===== src/rtl/timer_pkg.sv =====
// Shared definitions for the timer configuration sequencer.
// Contents: timer register offsets, TCR bit positions, step indices,
// FSM state encodings, the APB request record and the step-table lookup.
package timer_pkg;

  localparam logic [11:0] ADDR_TCR   = 12'h000;
  localparam logic [11:0] ADDR_TDR0  = 12'h004;
  localparam logic [11:0] ADDR_TDR1  = 12'h008;
  localparam logic [11:0] ADDR_TCMP0 = 12'h00C;
  localparam logic [11:0] ADDR_TCMP1 = 12'h010;
  localparam logic [11:0] ADDR_TIER  = 12'h014;
  localparam logic [11:0] ADDR_TISR  = 12'h018;

  localparam int TCR_TIMER_EN = 0;
  localparam int TCR_DIV_EN   = 1;
  localparam int TCR_DIV_LSB  = 8;

  localparam logic [31:0] TISR_MASK = 32'h0000_0001;

  localparam int STEP_W = 4;
  localparam logic [STEP_W-1:0] STEP_FIRST = 4'd0;
  localparam logic [STEP_W-1:0] STEP_ONE   = 4'd1;
  localparam logic [STEP_W-1:0] STEP_ARM   = 4'd7;  // last write before waiting
  localparam logic [STEP_W-1:0] STEP_CLR   = 4'd8;  // status clear after interrupt
  localparam logic [STEP_W-1:0] STEP_CHK   = 4'd9;  // status read-back

  typedef enum logic [2:0] {
    ST_IDLE,
    ST_SETUP,
    ST_ACCESS,
    ST_WAIT_INT,
    ST_DONE
  } seq_state_e;

  typedef enum logic [1:0] {
    PH_IDLE,
    PH_SETUP,
    PH_ACCESS
  } apb_phase_e;

  typedef struct packed {
    logic [11:0] addr;
    logic        write;
    logic [31:0] wdata;
  } apb_req_t;

  // Step table: one APB transfer per step index.
  function automatic apb_req_t step_req(input logic [STEP_W-1:0] step,
                                        input logic [63:0]       cmp,
                                        input logic              den,
                                        input logic [3:0]        dval);
    apb_req_t r;
    r.addr  = ADDR_TCR;
    r.write = 1'b1;
    r.wdata = '0;
    case (step)
      4'd1: r.addr = ADDR_TDR0;
      4'd2: r.addr = ADDR_TDR1;
      4'd3: begin r.addr = ADDR_TCMP0; r.wdata = cmp[31:0];  end
      4'd4: begin r.addr = ADDR_TCMP1; r.wdata = cmp[63:32]; end
      4'd5: begin r.addr = ADDR_TISR;  r.wdata = TISR_MASK;  end
      4'd6: begin r.addr = ADDR_TIER;  r.wdata = 32'h1;      end
      4'd7: begin
        r.addr                          = ADDR_TCR;
        r.wdata[TCR_DIV_LSB +: 4]       = dval;
        r.wdata[TCR_DIV_EN]             = den;
        r.wdata[TCR_TIMER_EN]           = 1'b1;
      end
      4'd8: begin r.addr = ADDR_TISR;  r.wdata = TISR_MASK;  end
      4'd9: begin r.addr = ADDR_TISR;  r.write = 1'b0;       end
      default: ;  // step 0: TCR = 0
    endcase
    return r;
  endfunction

endpackage


===== src/rtl/timer_apb_master.sv =====
// Single-transfer APB master engine.
// req_i in the cycle before SETUP launches a transfer using addr_i/wdata_i/
// write_i, which the caller holds stable until ack_o. A req_i on the ack
// cycle chains the next SETUP without an idle cycle.
// Ports: clk_i, rst_ni (async active-low); req_i, addr_i, wdata_i, write_i;
// APB psel/penable/pwrite/paddr/pwdata/pstrb out, prdata/pready/pslverr in;
// ack_o, rdata_o, slverr_o, timeout_o results (valid in the completing cycle).
module timer_apb_master
  import timer_pkg::*;
#(
  parameter int TO_W = 8
) (
  input  logic        clk_i,
  input  logic        rst_ni,
  input  logic        req_i,
  input  logic [11:0] addr_i,
  input  logic [31:0] wdata_i,
  input  logic        write_i,
  output logic        psel_o,
  output logic        penable_o,
  output logic        pwrite_o,
  output logic [11:0] paddr_o,
  output logic [31:0] pwdata_o,
  output logic [3:0]  pstrb_o,
  input  logic [31:0] prdata_i,
  input  logic        pready_i,
  input  logic        pslverr_i,
  output logic        ack_o,
  output logic [31:0] rdata_o,
  output logic        slverr_o,
  output logic        timeout_o
);

  localparam logic [TO_W-1:0] TO_ONE  = TO_W'(1);
  // to_q holds the ACCESS cycles already spent; the cycle that would bring
  // the total to all-ones is the last one allowed.
  localparam logic [TO_W-1:0] TO_LAST = {{(TO_W-1){1'b1}}, 1'b0};

  apb_phase_e      phase_q, phase_d;
  logic [TO_W-1:0] to_q, to_d;
  logic            in_access;

  assign in_access = (phase_q == PH_ACCESS);
  assign ack_o     = in_access & pready_i;
  assign slverr_o  = ack_o & pslverr_i;
  assign timeout_o = in_access & ~pready_i & (to_q == TO_LAST);
  assign rdata_o   = prdata_i;

  always_comb begin
    phase_d = phase_q;
    to_d    = to_q;
    case (phase_q)
      PH_IDLE:  if (req_i) phase_d = PH_SETUP;
      PH_SETUP: begin
        phase_d = PH_ACCESS;
        to_d    = '0;
      end
      PH_ACCESS: begin
        to_d = to_q + TO_ONE;
        if (pready_i)       phase_d = req_i ? PH_SETUP : PH_IDLE;
        else if (timeout_o) phase_d = PH_IDLE;
      end
      default: phase_d = PH_IDLE;
    endcase
  end

  always_ff @(posedge clk_i or negedge rst_ni) begin
    if (!rst_ni) begin
      phase_q <= PH_IDLE;
      to_q    <= '0;
    end else begin
      phase_q <= phase_d;
      to_q    <= to_d;
    end
  end

  // Bus fields are forced to zero whenever no transfer is in flight.
  assign psel_o    = (phase_q != PH_IDLE);
  assign penable_o = in_access;
  assign pwrite_o  = psel_o & write_i;
  assign paddr_o   = psel_o ? addr_i : 12'h000;
  assign pwdata_o  = pwrite_o ? wdata_i : 32'h0;
  assign pstrb_o   = pwrite_o ? 4'hF : 4'h0;

endmodule


===== src/rtl/timer_cfg_seq.sv =====
// Timer configuration sequencer: on start, programs the timer over APB,
// waits for its interrupt, clears and verifies the status, reports done/err.
// Ports: sys_clk, sys_rst_n (async active-low); start/abort commands;
// cmp_val/div_en/div_val operands (captured on start); busy/done/err status;
// tim_* APB master port towards the timer slave; tim_int interrupt level.
module timer_cfg_seq
  import timer_pkg::*;
#(
  parameter int TO_W = 8
) (
  input  logic        sys_clk,
  input  logic        sys_rst_n,
  input  logic        start,
  input  logic        abort,
  input  logic [63:0] cmp_val,
  input  logic        div_en,
  input  logic [3:0]  div_val,
  output logic        busy,
  output logic        done,
  output logic        err,
  output logic        tim_psel,
  output logic        tim_penable,
  output logic        tim_pwrite,
  output logic [11:0] tim_paddr,
  output logic [31:0] tim_pwdata,
  output logic [3:0]  tim_pstrb,
  input  logic [31:0] tim_prdata,
  input  logic        tim_pready,
  input  logic        tim_pslverr,
  input  logic        tim_int
);

  seq_state_e        state_q, state_d;
  logic [STEP_W-1:0] step_q, step_d;
  logic [63:0]       cmp_q, cmp_d;
  logic              den_q, den_d;
  logic [3:0]        dval_q, dval_d;
  logic              err_q, err_d;

  logic        req;
  logic        ack, slverr, timeout;
  logic [31:0] rdata;
  apb_req_t    cur;

  assign cur = step_req(step_q, cmp_q, den_q, dval_q);

  timer_apb_master #(.TO_W(TO_W)) u_apb (
    .clk_i     (sys_clk),
    .rst_ni    (sys_rst_n),
    .req_i     (req),
    .addr_i    (cur.addr),
    .wdata_i   (cur.wdata),
    .write_i   (cur.write),
    .psel_o    (tim_psel),
    .penable_o (tim_penable),
    .pwrite_o  (tim_pwrite),
    .paddr_o   (tim_paddr),
    .pwdata_o  (tim_pwdata),
    .pstrb_o   (tim_pstrb),
    .prdata_i  (tim_prdata),
    .pready_i  (tim_pready),
    .pslverr_i (tim_pslverr),
    .ack_o     (ack),
    .rdata_o   (rdata),
    .slverr_o  (slverr),
    .timeout_o (timeout)
  );

  // req is raised in the cycle before each SETUP, so step_d already
  // selects the transfer the engine is about to present.
  always_comb begin
    state_d = state_q;
    step_d  = step_q;
    cmp_d   = cmp_q;
    den_d   = den_q;
    dval_d  = dval_q;
    err_d   = err_q;
    req     = 1'b0;
    case (state_q)
      ST_IDLE: begin
        if (start) begin
          state_d = ST_SETUP;
          step_d  = STEP_FIRST;
          cmp_d   = cmp_val;
          den_d   = div_en;
          dval_d  = div_val;
          err_d   = 1'b0;
          req     = 1'b1;
        end
      end
      ST_SETUP: state_d = ST_ACCESS;
      ST_ACCESS: begin
        if (ack) begin
          if (slverr) begin
            err_d   = 1'b1;
            state_d = ST_DONE;
          end else if (step_q == STEP_CHK) begin
            if (|(rdata & TISR_MASK)) err_d = 1'b1;
            state_d = ST_DONE;
          end else if (step_q == STEP_ARM) begin
            state_d = ST_WAIT_INT;
          end else if (step_q == STEP_FIRST && err_q) begin
            // TCR=0 issued after an abort: that is the whole shutdown.
            state_d = ST_DONE;
          end else begin
            step_d  = step_q + STEP_ONE;
            req     = 1'b1;
            state_d = ST_SETUP;
          end
        end else if (timeout) begin
          err_d   = 1'b1;
          state_d = ST_DONE;
        end
      end
      ST_WAIT_INT: begin
        // The interrupt takes priority over a same-cycle abort.
        if (tim_int) begin
          step_d  = STEP_CLR;
          req     = 1'b1;
          state_d = ST_SETUP;
        end else if (abort) begin
          err_d   = 1'b1;
          step_d  = STEP_FIRST;
          req     = 1'b1;
          state_d = ST_SETUP;
        end
      end
      ST_DONE: begin
        err_d   = 1'b0;
        state_d = ST_IDLE;
      end
      default: state_d = ST_IDLE;
    endcase
  end

  always_ff @(posedge sys_clk or negedge sys_rst_n) begin
    if (!sys_rst_n) begin
      state_q <= ST_IDLE;
      step_q  <= STEP_FIRST;
      cmp_q   <= '0;
      den_q   <= 1'b0;
      dval_q  <= '0;
      err_q   <= 1'b0;
    end else begin
      state_q <= state_d;
      step_q  <= step_d;
      cmp_q   <= cmp_d;
      den_q   <= den_d;
      dval_q  <= dval_d;
      err_q   <= err_d;
    end
  end

  assign busy = (state_q != ST_IDLE);
  assign done = (state_q == ST_DONE);
  assign err  = done & err_q;

endmodule


===== config.mk =====
export PLATFORM = sky130hd
export DESIGN_NAME = timer_cfg_seq
export DESIGN_NICKNAME = d
export VERILOG_FILES = /design/src/rtl/timer_pkg.sv /design/src/rtl/timer_apb_master.sv /design/src/rtl/timer_cfg_seq.sv
export SDC_FILE = /design/constraint.sdc
export NUM_CORES = 1
export LEC_CHECK = 0
export CAP_MARGIN = 5
export CORE_UTILIZATION = 40
export CTS_CLUSTER_DIAMETER = 120
export DETAILED_ROUTE_END_ITERATION = 7
export HOLD_SLACK_MARGIN = 0.1
export PLACE_DENSITY = 0.73
export SLEW_MARGIN = 20
export SYNTH_ARGS = -nofsm -noshare
export SYNTH_HDL_FRONTEND = slang
export SYNTH_SLANG_ARGS = --single-unit

===== constraint.sdc =====
create_clock -name sys_clk -period 2.5 [get_ports sys_clk]
set_input_delay 0.375 -clock sys_clk [delete_from_list [all_inputs] [get_ports sys_clk]]
set_output_delay 0.375 -clock sys_clk [all_outputs]
set_load 0.05 [all_outputs]

Word level (Yosys, flattened, before mapping)
Index checks and enable logic that the tools add are counted.
{"block": "totals", "mem_bits_rw": 0, "word_cells": 115, "rom_bits": 0, "latchBits": 0, "out_inout_bits": 54, "mem_count": 0, "regBits": 87, "inputBits": 108}
{"block": "classes", "eq_ne": 30, "muxes": 52, "shift": 0, "div": 0, "add_sub_neg": 2, "order_cmp": 0, "reduce_logical": 16, "mul": 0, "bitwise": 7}
{"op": "$pmux W20 S2", "count": 1}
{"op": "$mux W4", "count": 9}
{"op": "$mux W32", "count": 1}
{"op": "$pmux W5 S6", "count": 1}
{"op": "$mux W3", "count": 9}
{"op": "$pmux W4 S3", "count": 2}
{"op": "$mux W1", "count": 18}
{"op": "$eq A4 B3 Y1 const B", "count": 4}
{"op": "$pmux W8 S2", "count": 1}
{"op": "$ne A2 B2 Y1 const B", "count": 7}
{"op": "$pmux W3 S4", "count": 1}
{"op": "$pmux W6 S2", "count": 1}
{"op": "$add A8 B1 Y8 const B", "count": 1}
{"op": "$eq A4 B2 Y1 const B", "count": 2}
{"op": "$eq A4 B4 Y1 const B", "count": 2}
{"op": "$eq A8 B8 Y1 const B", "count": 1}
{"op": "$ne A4 B4 Y1 const B", "count": 2}
{"op": "$pmux W2 S4", "count": 1}
{"op": "$reduce_and A8 Y1", "count": 1}
{"op": "$reduce_and A7 Y1", "count": 1}
{"op": "$and A1 B1 Y1", "count": 6}
{"op": "$eq A3 B2 Y1 const B", "count": 2}
{"op": "$mux W2", "count": 3}
{"op": "$ne A3 B3 Y1 const B", "count": 2}
{"op": "23 further kinds", "count": 28}

Depth between registers and ports, before layout
{"block": "logic_depth", "depth_word": 11, "ltp_mapped": 8, "ltp_nobuf": 7}

Modules after synthesis
Synthesis repeated with hierarchy kept, for this count alone.
{"block": "unflattened", "cells_unflattened": 437, "hier_area_um2": 4818.4}
{"module": "timer_cfg_seq", "cells_per_inst": 287, "area_each_um2": 3631.0, "n_inst": 1, "seq_area_each_um2": 1926.8}
{"module": "timer_apb_master", "cells_per_inst": 150, "area_each_um2": 1187.4, "n_inst": 1, "seq_area_each_um2": 250.2}

Least setup slack after synthesis
No wires, ideal clock.
{"block": "synth_path", "kind": "reg-to-output", "startpoint": "reg step_q[0]", "endpoint": "out tim_paddr[3]", "arrival_ns": 3.585, "path_slack_ns": -1.460, "path_stages_with_launch": 8, "t_required_ns": 2.125, "path_buffers": 1, "path_cell_list": "dfrtp_1 -> ha_1 -> clkbuf_1 -> nor3_1 -> a21oi_1 -> a2bb2oi_1 -> o21ai_0 -> a2111oi_0"}
{"block": "synth_via", "elab_chain_len": 4, "elab_cells_between_ends": 11, "classes_between": "8 x eq/ne; 2 x mux; 1 x reduce/logical"}
{"item": "from (decl)", "line_no": "timer_cfg_seq.sv:34", "rtl": "logic [STEP_W-1:0] step_q, step_d;"}
{"item": "from (signal assigned)", "line_no": "timer_cfg_seq.sv:146", "rtl": "step_q <= step_d;"}
{"item": "$eq A4 B4 Y1 or $eq A4 B3 Y1 (tied branches)", "line_no": "timer_pkg.sv:56", "rtl": "case (step)"}
{"item": "$reduce_or A3 Y1 (no source line)"}
{"item": "$pmux W5 S6 (*)", "line_no": "timer_pkg.sv:56"}
{"item": "$mux W5 (*)", "line_no": "timer_apb_master.sv:81", "rtl": "assign paddr_o = psel_o ? addr_i : 12'h000;"}
{"item": "to (decl)", "line_no": "timer_cfg_seq.sv:24", "rtl": "output logic [11:0] tim_paddr,"}
Every way passes the cells marked *; elsewhere a longest branch is shown, timed or not.

Worst setup path after layout
{"block": "layout_path", "startpoint": "reg step_q[1]", "endpoint": "out tim_pwdata[10]"}
{"block": "layout_via", "elab_chain_len": 4, "elab_cells_between_ends": 8, "classes_between": "4 x eq/ne; 3 x mux; 1 x bitwise"}
{"item": "$eq A4 B4 Y1", "line_no": "timer_pkg.sv:56"}
{"item": "$mux W1", "line_no": "timer_pkg.sv:56"}
{"item": "$and A1 B1 Y1", "line_no": "timer_apb_master.sv:80", "rtl": "assign pwrite_o = psel_o & write_i;"}
{"item": "$mux W32 (*)", "line_no": "timer_apb_master.sv:82", "rtl": "assign pwdata_o = pwrite_o ? wdata_i : 32'h0;"}
{"item": "to (decl)", "line_no": "timer_cfg_seq.sv:25", "rtl": "output logic [31:0] tim_pwdata,"}
Marks and branches as above.

==> results.toml <==
[outcome]
status = "finished, violations left"
violations = "negative setup slack"

[flow_run]
drv_cap = 0

[synthesis]
ys_warn_count = 0
ys.flop_type = "dfrtp_1"
synth_top_cell_by_area = "dfrtp_1"
synth_area_leaders = "dfrtp_1 49%, mux2_2 18%, a22oi_1 4.4%, nor2_1 3.1%, ha_1 2.8%"
async_flop_share_pct = 100.0
syn_inst = 392
seq_area_frac_synth_pct = 49.38
ys_ff_latch = 87
synthDistinctLibCells = 53
netlist_area_mm2 = 0.004409
syn_area_per_cell_um2 = 11.25
yosys.area.top_type_share_pct = 49.38
synth-edff-count = 0

[sta]
rsz0062_at_grt = "true"
worst_slack_ns = -0.07912
setup_violations = 7
max_freq_ghz = 0.3877
finalCritPeriodShare_pct = 103.2
timing.hold.ws_ns = 0.4982
slew_headroom_pct = 58.01
hold_viol_final = 0
period_minus_slack_ns = 2.579
worstMarginPinSlew_ns = 0.6298
fin_skew_ns = 0.01247
slew_violations = 0

[drt]
vias = 3593
drc = 0
drt_first_pass_iters = 5
wirelength_mm = 12.16
final_antenna_net_count = 0
drt-initial-drc-count = 217
wire_per_inst_um = 18.17
via_per_inst = 5.371

[cells_and_area]
fill_cells = 775
fin_nets = 646
drive_gt1_share_pct = 41.28
regArea_mm2 = 0.002180
multiInputGateArea_mm2 = 0.002369
final_cells = 669
antennaDiodeCount = 0
syn_to_final_growth_pct = 58.43

[place]
routabilityCongestion = 0.8506
dp_cells = 628
dp_hpwl_mm = 7.509
pre_cts_slack_ns = 0.05466
port_buffers = 121

[global_route]
grt_busiest_layer = "met2"
grt_overflow = 0
grt_antenna_before_repair = 0
track_usage_pct = 21.76
met1_usage_pct = 25.71
grt_start_max_net_pins = 70
grt_use_met2_pct = 39.22
grt_pass1_wl_mm = 19.09
grt_pass1_vias = 3754
gr-usage-met3_pct = 2.979

[worst_setup_path]
crit_path_start = "step_q[1]$_DFFE_PN0P_"
worst-path-stages = 7
cpMostUsedCell = "buf_12"
cp_max_fo = 7
r2r-start = "step_q[1]$_DFFE_PN0P_"
slowest_stage = "a222oi_1"
start_kind = "register"
cp-endpoint = "tim_pwdata[10]"
crit_buf_inv = 3
cp.arrival_ns = 2.20
cp_top_family = "compound AO/OA/AOI/OAI gates"
slowest_delay_ns = 0.53
worstRegToRegCells = 10
timing.rr.end = "step_q[2]$_DFFE_PN0P_"
crit_type = "reg2out"
crit_chain = "buf_6 -> ha_4 -> nor3b_4 -> buf_12 -> a222oi_1 -> nor2_4 -> buf_12"
r2r_setup_slack_ns = 0.11
cp-end-kind = "output pin"
required_ns = 2.12

[min_path]
hold_path_class = "reg2reg"
hp-start = "u_apb.to_q[6]$_DFFE_PN0P_"

[cts]
cts.sinks = 87
numCtsBuffers = 9
clk_path_buf_depth = 2
htree_levels = 3
clock_insertion_delay_worst_skew_ns = 0.35
cts_root_buffer = "clkbuf_8"
cts_tree = "yes"
clk_pin_slew_ns = 0.09

[power]
power.leakage_uw = 0.002732
ir_worst_vdd_mv = 0.5266
powerDensity_mw_per_mm2 = 997.2
p_total_uw = 6966

[floorplan]
die_area_mm2 = 0.01145
dieHeight_um = 107.0
rows = 37
core_area_mm2 = 0.01051
io_pins = 162
die_w_um = 107.0
start_util_pct = 41.96
-- logic make-up after synthesis --
logic type      share of synthesized area [%]
fa+ha+maj                               2.838
buf+inv                                 5.987
other cells                           0.08505
flops                                   49.38
xor+xnor                               0.1987
mux                                     18.10
simple gates                            10.78
compound gates                          12.63
-- metrics by stage --
step                area, µm²  util [%]  setup TNS, ns
finish                   6985     66.47        -0.4069
global route             6985     66.47         -1.846
CTS                      6853     65.21        -0.1829
detailed placement       6122     58.26              0
global placement         6122     58.26              0
floorplan                4494         -         -4.122
-- routing by layer --
layer | up-vias | part of all wire (%)
met1 | 1782 | 40
met5 | - | 0
met4 | 0 | 2.8
li1 | 1667 | -
met3 | 23 | 3.9
met2 | 121 | 53
-- layout by cell type (no fill, tap or decap), types with 4 or more instances in the layout --
cell type	n
dfrtp_1	85
clkdlybuf4s50_1	76
mux2_2	69
buf_12	38
nor2_4	32
a22oi_1	25
buf_4	22
nand2_1	16
o21ai_0	12
conb_1	9
clkbuf_8	9
buf_6	8
inv_1	7
a21oi_1	7
ha_1	7
nor2_1	6
nor3_1	5
a222oi_1	5
nor2b_1	4
or3_1	4
nand3_1	4
inv_6	4
-- sequential cells by signal (all words and copies together) (netlist names) --
| name | count |
|---|---|
| state_q | 3 |
| dval_q | 4 |
| u_apb.phase_q | 2 |
| step_q | 4 |
| u_apb.to_q | 8 |
| den_q | 1 |
| err_q | 1 |
| cmp_q | 64 |
-- report_power, final --
group,switching [µW],leakage [µW],internal [µW]
sequential,409,0.00105,2060
clock,545,0.0000883,378
combinational,1830,0.00159,1740
total,2790,0.00273,4180
-- cells in the mapped netlist (all sizes together), types with 3 or more instances --
library cell and n:
o21ai 14, a22oi 26, a222oi 5, nand3b 3, nand4 3, ha 10
nand2 16, a2111oi 3, inv 12, mux2 70, nand3 4, nor3 8
nor2 38, nor3b 4, o211ai 3, a21oi 8, or3 4, dfrtp 87
clkbuf 14, nor2b 4, buf 26
-- final cells by class --
class                           count  area share (%)
Inverter                           12          0.7344
Clock inverter                      6          0.7344
Timing Repair Buffer              157           29.16
Tap cell                          136           2.436
Multi-Input combinational cell    261           33.91
Sequential cell                    87           31.20
Clock buffer                       10           1.827
-- worst register-to-register path: stages, from the launching register on --
cell and delay [ns]:
dfrtp_1 0.43, inv_2 0.09, buf_6 0.13, ha_4 0.15, and3b_2 0.20, buf_4 0.13, buf_4 0.13, nor3_2 0.31
o211ai_4 0.18, or4b_1 0.51, nand2_1 0.08
-- worst min path at each step --
stage | endpoint | slack [ns] | depth (start not counted)
final | u_apb.to_q[6]$_DFFE_PN0P_ | 0.50 | 1
after global routing | cmp_q[6]$_DFFE_PN0P_ | 0.52 | 1
after CTS | u_apb.to_q[6]$_DFFE_PN0P_ | 0.50 | 1
after detailed placement | cmp_q[55]$_DFFE_PN0P_ | 0.43 | 1
after global placement | cmp_q[23]$_DFFE_PN0P_ | 0.43 | 1
after floorplan | cmp_q[0]$_DFFE_PN0P_ | 0.08 | 0
-- timing repair --
action	CTS	global route
hold endpoints to repair	47	0
pin swaps	13	30
setup buffers	17	2
gates resized for setup	83	20
cloned	4	1
setup endpoints to repair	36	41
hold buffers	1	0
No activity file was read; power rests on OpenSTA's default activity.
